<file path="src/rtl/mp_link_ctrl.sv">
// Multiplayer link controller: a ready-exchange FSM in front of a UART byte
// interface, plus win/lose signalling between the two players.
// Optional build macro MP_LINK_RETX_EN: while LOST, the LOSE character is
// sent LOSE_REPEAT times, each one READY_PERIOD cycles after the previous
// acceptance. Without it, LOSE is sent exactly once.
// Transmit handshake: once o_tx_valid is raised, o_tx_valid and o_tx_data stay
// stable until a cycle with i_tx_ready=1 (acceptance). o_tx_valid then drops for
// at least one cycle. At most one character is ever outstanding. Only rst
// abandons an outstanding character.
module mp_link_ctrl #(
    parameter int              DATA_W       = 8,
    parameter logic [DATA_W-1:0] CHAR_READY = 8'h52,
    parameter logic [DATA_W-1:0] CHAR_LOSE  = 8'h4C,
    parameter int              READY_PERIOD = 100000,
    parameter int              LOSE_REPEAT  = 4
) (
    input  logic              clk,
    input  logic              rst,
    input  logic              i_multiplayer,
    input  logic              i_player_ready,
    input  logic              i_game_over,
    input  logic              i_restart,
    output logic [DATA_W-1:0] o_tx_data,
    output logic              o_tx_valid,
    input  logic              i_tx_ready,
    input  logic [DATA_W-1:0] i_rx_data,
    input  logic              i_rx_valid,
    output logic              o_game_start,
    output logic              o_win,
    output logic              o_lose,
    output logic [2:0]        o_link_state,
    output logic [DATA_W-1:0] o_last_char
);

    localparam logic [2:0] S_IDLE   = 3'd0;
    localparam logic [2:0] S_SEARCH = 3'd1;
    localparam logic [2:0] S_START  = 3'd2;
    localparam logic [2:0] S_PLAY   = 3'd3;
    localparam logic [2:0] S_LOST   = 3'd4;
    localparam logic [2:0] S_WON    = 3'd5;

    localparam int CW = $clog2(READY_PERIOD);
    localparam logic [CW-1:0] PACE_RELOAD = CW'(READY_PERIOD - 1);

`ifdef MP_LINK_RETX_EN
    localparam int LOSE_N = LOSE_REPEAT;
`else
    // Single LOSE; the repeat count only matters with retransmission built in.
    localparam int LOSE_N = (LOSE_REPEAT >= 1) ? 1 : 1;
`endif
    localparam int LW = $clog2(LOSE_N + 1);

    logic [2:0]        r_state;
    logic [2:0]        w_state_next;
    logic [CW-1:0]     r_pace;
    logic [CW-1:0]     w_pace_next;
    logic [LW-1:0]     r_lose_left;
    logic [LW-1:0]     w_lose_dec;
    logic [LW-1:0]     w_lose_left_next;
    logic              r_peer_seen;
    logic              r_own_sent;
    logic              r_restart_pend;
    logic              r_tx_valid;
    logic [DATA_W-1:0] r_tx_data;
    logic [DATA_W-1:0] r_last_char;
    logic              w_accept;
    logic              w_rx_ready;
    logic              w_rx_lose;
    logic              w_peer_next;
    logic              w_own_next;
    logic              w_launch;

    assign w_accept    = r_tx_valid && i_tx_ready;
    assign w_rx_ready  = i_rx_valid && (i_rx_data == CHAR_READY);
    assign w_rx_lose   = i_rx_valid && (i_rx_data == CHAR_LOSE);
    assign w_peer_next = r_peer_seen || ((r_state == S_SEARCH) && w_rx_ready);
    // Own READY only counts once the peer is known, including the same cycle.
    assign w_own_next  = r_own_sent || ((r_state == S_SEARCH) && w_accept &&
                         (r_tx_data == CHAR_READY) && w_peer_next);
    assign w_lose_dec  = (w_accept && (r_lose_left != '0)) ? r_lose_left - 1'b1 : r_lose_left;

    // State register
    always_ff @(posedge clk) begin
        if (rst) r_state <= S_IDLE;
        else     r_state <= w_state_next;
    end

    // Next-state logic; multiplayer=0 overrides everything
    always_comb begin
        w_state_next = r_state;
        if (!i_multiplayer) begin
            w_state_next = S_IDLE;
        end else begin
            case (r_state)
                S_IDLE:   if (i_player_ready) w_state_next = S_SEARCH;
                S_SEARCH: begin
                    if (!i_player_ready)                w_state_next = S_IDLE;
                    else if (w_peer_next && w_own_next) w_state_next = S_START;
                end
                S_START:  w_state_next = S_PLAY;
                S_PLAY: begin
                    if (i_game_over)    w_state_next = S_LOST;
                    else if (w_rx_lose) w_state_next = S_WON;
                end
                S_LOST:   if ((i_restart || r_restart_pend) && (w_lose_dec == '0)) w_state_next = S_IDLE;
                S_WON:    if (i_restart) w_state_next = S_IDLE;
                default:  w_state_next = S_IDLE;
            endcase
        end
    end

    // Pacing: reload on acceptance, count down to 0 and hold there
    always_comb begin
        w_pace_next = '0;
        if ((r_state == S_SEARCH) || (r_state == S_LOST)) begin
            if (w_accept)            w_pace_next = PACE_RELOAD;
            else if (r_pace != '0)   w_pace_next = r_pace - 1'b1;
        end
    end

    // Remaining LOSE sends: loaded on entry to LOST, cleared on leaving it
    always_comb begin
        w_lose_left_next = '0;
        if (w_state_next == S_LOST) begin
            if (r_state != S_LOST) w_lose_left_next = LW'(LOSE_N);
            else                   w_lose_left_next = w_lose_dec;
        end
    end

    // Start a new character only when the link is idle and pacing has expired
    assign w_launch = !r_tx_valid && (w_pace_next == '0) &&
                      ((w_state_next == S_SEARCH) ||
                       ((w_state_next == S_LOST) && (w_lose_left_next != '0)));

    // Datapath registers: tx handshake, pacing, exchange flags, received char
    always_ff @(posedge clk) begin
        if (rst) begin
            r_tx_valid     <= 1'b0;
            r_tx_data      <= '0;
            r_pace         <= '0;
            r_lose_left    <= '0;
            r_peer_seen    <= 1'b0;
            r_own_sent     <= 1'b0;
            r_restart_pend <= 1'b0;
            r_last_char    <= '0;
        end else begin
            if (w_accept) begin
                r_tx_valid <= 1'b0;
            end else if (w_launch) begin
                r_tx_valid <= 1'b1;
                r_tx_data  <= (w_state_next == S_SEARCH) ? CHAR_READY : CHAR_LOSE;
            end
            r_pace         <= w_pace_next;
            r_lose_left    <= w_lose_left_next;
            r_peer_seen    <= (w_state_next == S_SEARCH) && w_peer_next;
            r_own_sent     <= (w_state_next == S_SEARCH) && w_own_next;
            r_restart_pend <= (w_state_next == S_LOST) &&
                              (r_restart_pend || ((r_state == S_LOST) && i_restart));
            if (i_rx_valid) r_last_char <= i_rx_data;
        end
    end

    // Outputs decoded from state and registers
    always_comb begin
        o_link_state = r_state;
        o_game_start = (r_state == S_START);
        o_win        = (r_state == S_WON);
        o_lose       = (r_state == S_LOST);
        o_tx_valid   = r_tx_valid;
        o_tx_data    = r_tx_data;
        o_last_char  = r_last_char;
    end

endmodule

</file>
<file path="config.mk">
export PLATFORM = sky130hd
export DESIGN_NAME = mp_link_ctrl
export DESIGN_NICKNAME = d
export VERILOG_FILES = /design/src/rtl/mp_link_ctrl.sv
export SDC_FILE = /design/constraint.sdc
export NUM_CORES = 1
export LEC_CHECK = 0
export BUFFER_PORTS_ARGS = -buffer_cell sky130_fd_sc_hd__buf_2
export CORE_ASPECT_RATIO = 1.1
export CORE_MARGIN = 2
export CORE_UTILIZATION = 35
export DETAILED_ROUTE_END_ITERATION = 7
export PLACE_DENSITY = 0.64
export SYNTH_ARGS = -nofsm -noshare
export SYNTH_HDL_FRONTEND = slang
export SYNTH_SLANG_ARGS = --single-unit
</file>
<file path="constraint.sdc">
create_clock -name clk -period 2.9 [get_ports clk]
set_clock_uncertainty 0.05 [all_clocks]
set_input_delay 0.145 -clock clk [delete_from_list [all_inputs] [get_ports clk]]
set_output_delay 0.145 -clock clk [all_outputs]
set_load 0.05 [all_outputs]
</file>
; Yosys cells after proc, flatten, opt, wreduce, memory -nomap -nowiden
; Index checks and enable logic that the tools add are counted.
; Widths: inputs -> output; s select.
[totals]
ff_bits = 41
out_inout_bits = 23
wordCells = 69
[classes]
addsub = 2
n_eq_ne = 11
mux = 16
bitwise = 2
reduce_logical = 29
[ops]
columns = operator, n
row1 = $mux 17, 3
row2 = $eq 8x7->1 const B, 3
row3 = $mux 3, 8
row4 = $pmux 3 s6, 1
row5 = $logic_and 1x1->1, 17
row6 = $logic_not 17->1, 1
row7 = $reduce_bool 17->1, 1
row8 = $sub 17x1->17 const B, 1
row9 = $eq 3x3->1 const B, 3
row10 = $eq 3x1->1 const B, 2
row11 = $eq 3x2->1 const B, 2
row12 = $logic_or 1x1->1, 6
row13 = $mux 5, 1
row14 = $logic_not 3->1, 1
row15 = $mux 1, 3
row16 = $ne 3x3->1 const B, 1
row17 = $not 1->1, 2
row18 = $reduce_and 2->1, 1
row19 = $reduce_or 2->1, 1
row20 = $logic_not 1->1, 1
row21 = $sub 1x1->1 const B, 1

; Longest topological paths before layout
[logic_depth]
depth_word = 17
ltp_mapped = 8

; Least setup slack after synthesis
; No wires, ideal clock.
[synth_timing]
kind = register to register
start = reg r_state[2] (netlist: o_link_state[2])
end = reg r_own_sent
setup_time_ns = 0.064
arrival_time_ns = 2.414
required_time_ns = 2.786
path_slack_ns = 0.372
stages_incl_launch_ff = 8
path_buffers = 1
synth_period_minus_slack_ns = 2.528
path_cell_list = dfxtp_1 clkbuf_1 nor2b_1 and2_1 a211oi_1 or2_1 a2111o_1 nor2_1
[synth_via]
elab_cells_between_ends = 24
cone_classes = eq/ne (6) / mux (9) / reduce/logical (9)
[synth_rtl]
columns = item, line
row1 = "start, declared", 53  ; logic [2:0] r_state;
row2 = "start signal, assigned", 85  ; else r_state <= w_state_next;
row3 = $eq 3x3->1, --
row4 = via o_win, 29  ; output logic o_win,
row5 = $pmux 3 s6, 94  ; case (r_state)
row6 = $mux 3, 91  ; if (!i_multiplayer) begin
row7 = $eq 3x1->1, 156  ; r_own_sent <= (w_state_next == S_SEARCH) && w_own_next;
row8 = $logic_and 1x1->1, 156
row9 = "end signal, assigned", 156
row10 = "end, declared", 61  ; logic r_own_sent;
; The timed path passes the listed nets, and every way through them passes these cells.
; A chain may end at the register's enable or synchronous reset.

; Worst setup path after layout
[layout_timing]
start = reg r_pace[5]
end = reg r_tx_data[3] (netlist: o_tx_data[3])
[layout_via]
elab_chain_len = 8
elab_cells_between_ends = 9
cone_classes = add/sub (1) / mux (3) / reduce/logical (5)
[layout_rtl]
columns = item, line
row1 = "start, declared", 55  ; logic [CW-1:0] r_pace;
row2 = "start signal, assigned", 153  ; r_pace <= w_pace_next;
row3 = $sub 17x1->17 or $reduce_bool 17->1 (tied branches), 117  ; else if (r_pace != '0) w_pace_next = r_pace - 1'b1;
row4 = $mux 17 *, 117
row5 = $mux 17 *, 116  ; if (w_accept) w_pace_next = PACE_RELOAD;
row6 = $mux 17 *, 115  ; if ((r_state == S_SEARCH) || (r_state == S_LOST)) begin
row7 = $logic_not 17->1 *, 131  ; assign w_launch = !r_tx_valid && (w_pace_next == '0) &&
row8 = $logic_and 1x1->1 * (2 in series), 131
row9 = $reduce_and 2->1 (no source line) *, --
row10 = "end signal, assigned", 151  ; r_tx_data <= (w_state_next == S_SEARCH) ? CHAR_READY : CHAR_LOSE;
row11 = "end, declared", 64  ; logic [DATA_W-1:0] r_tx_data;
; Every way passes the cells marked *; elsewhere a longest branch is shown, timed or not.

==> metrics.cfg <==
[run_status]
status=finished clean

[clocking]
clk_latency_ns=0.29
cts_resized=0
htreeDepth=2
clock_sinks=36
cts_tree=done
ctsHoldBuffers=0
cts_root_buffer=clkbuf_8
clk_path_buf_depth=2
clkTransAtPathRegs_ns=0.07
postCtsSetupRepairBufs=0
cts_made_buffers=5

[critical_path]
crit_type=register to register
crit_path_start_kind=register
cp_data_required_time_ns=3.03
arrival_ns=2.59
crit_fanout=7
end_kind=register

[timing]
finalCritPeriodShare_pct=85.04
holdWs_ns=0.05494
setup_viol=0
final.min_clock_period_ns=2.466
finalHoldViolCount=0
finalSetupTns_ns=0
fmax_mhz=405.5
rsz0062_at_grt=no
drv_slew=0

[die]
coreArea_um2=5360
die_w_um=75.11
placementRows=28
die_area_um2=6176
fp.dieH_um=82.22
io_pins=39
start_util_pct=36.32

[power_and_ir_drop]
leakage_nw=1.007
power.total_mw=1.219
power.density_nw_per_um2=540.6
vdd_ir_drop_max_v=0.0002310

[route]
wire_per_inst_um=14.18
drc=0
drtPass1Iterations=4
routed_wl_um=4780
dr.first_iter.drc_count=160
ant_nets=0
vias=1775
viasPerCell=5.267

[job]
cap_violations=0

[layout]
drive_gt1_share_pct=20.99
syn_to_final_growth_pct=15.81
fillers=541
nets=278
fin_area_um2=2255
antenna_cells=0
stdcell_count=337

[global_route]
antenna_found_initial=0
grt_pass1_vias=1668
overflow=0
grt_max_degree=18
grt_pass1_wl_um=8004
grt_usage_pct=17.04

[yosys]
synth_top_cell_area_share_pct=37.02
synth_area_um2=1947
synth-seq-cells=36
synth_edf_count=0
synth_area_per_cell_um2=8.539
synthCells=228
synth_area_leaders=dfxtp_1 (37%), nor2_1 (5.8%), a21oi_1 (4.1%)
synth_async_sr_flop_share_pct=0
synthTopCellsByCount=dfxtp_1 (36), nor2_1 (30), a21oi_1 (16), nor3_1 (12)
ys_types=56
synth_largest_area_cell=dfxtp_1
synth.most_common_cell=dfxtp_1
synthFlopType=dfxtp_1
seq_area_frac_synth_pct=37.02
ys_warn_count=0

[place]
dp.cells=329
hpwl_um=3606
placed_cell_area_um2=2165
gp_congestion=0.8634
port-buffer-count=35

[hold_path]
hp-class=input pin to register

-- where the power goes --
group / leakage, nW / switching [mW] / internal, mW / total, mW
logic: 0.669 / 0.203 / 0.121 / 0.324
clock network: 0.0455 / 0.171 / 0.194 / 0.365
registers: 0.293 / 0.0176 / 0.512 / 0.530
total: 1.01 / 0.392 / 0.827 / 1.22
-- state kept, by name, indices dropped and copies added (netlist names) --
| register | count |
|---|---|
| o_last_char | 8 |
| r_peer_seen | 1 |
| o_tx_data | 3 |
| r_restart_pend | 1 |
| o_link_state | 3 |
| r_pace | 17 |
| o_tx_valid | 1 |
| r_own_sent | 1 |
| r_lose_left | 1 |
-- stage by stage --
stage	setup slack [ns]	util, %
after floorplan	0.3724	-
after global placement	0.4573	40.38
after detailed placement	0.4718	40.38
after CTS	0.4417	42.06
after global routing	0.3422	42.06
final	0.4339	42.06
-- layout make-up --
class | instances | area (um^2) | area share [%]
multi-input combinational | 171 | 1122 | 49.78
sequential | 36 | 720.7 | 31.96
timing repair buffer | 37 | 190.2 | 8.435
tap | 75 | 93.84 | 4.162
clock buffer | 8 | 90.09 | 3.996
inverter | 10 | 37.54 | 1.665
-- final timing paths --
check | start | endpoint | slack (ns) | cells after the start
worst max register to register | r_pace[5] | o_tx_data[3] | 0.43 | 6
worst min register to register | r_own_sent | r_own_sent | 0.43 | 2
worst max-delay path | r_pace[5] | o_tx_data[3] | 0.43 | 6
worst min-delay path | i_tx_ready | o_tx_valid | 0.05 | 2
-- layer usage --
layer | vias to the layer above | wire length [um] | GRT usage (%)
met5 | - | 0 | 0
met4 | 0 | 103 | 6.786
met3 | 9 | 280 | 4.490
met2 | 59 | 2240 | 28.16
met1 | 820 | 2157 | 20.94
li1 | 887 | - | -
-- critical path, cell delays in order, from the launching register on --
cell and delay [ns]:
dfxtp_1 0.34, or4_1 0.71, nor4_4 0.42, a21oi_1 0.19, o31ai_4 0.31, nand4_1 0.14
and3b_1 0.19
-- cell families after synthesis --
family          count (synthesis)  share of synthesized area (%)
compound gates                 47                          17.61
xor+xnor                       11                          4.948
fa+ha+maj                       1                         0.6426
buf+inv                        23                          5.719
flops                          36                          37.02
mux                             8                          4.113
other cells                     1                         0.1926
simple gates                  101                          29.76
-- cell usage in the layout, fill, tap and decap left out, types with 4 or more instances in the layout --
| cell type | instances |
|---|---|
| nor4_1 | 4 |
| nor3_1 | 12 |
| buf_2 | 35 |
| inv_1 | 10 |
| nor2_1 | 30 |
| a21oi_1 | 16 |
| or4_1 | 4 |
| dfxtp_1 | 36 |
| xor2_1 | 4 |
| xnor2_1 | 7 |
| nand3_1 | 7 |
| nor2b_1 | 4 |
| clkbuf_8 | 6 |
| a21boi_0 | 4 |
| nand2_1 | 10 |
| mux2i_1 | 8 |
Note: power is estimated with default switching activity, not from simulation.
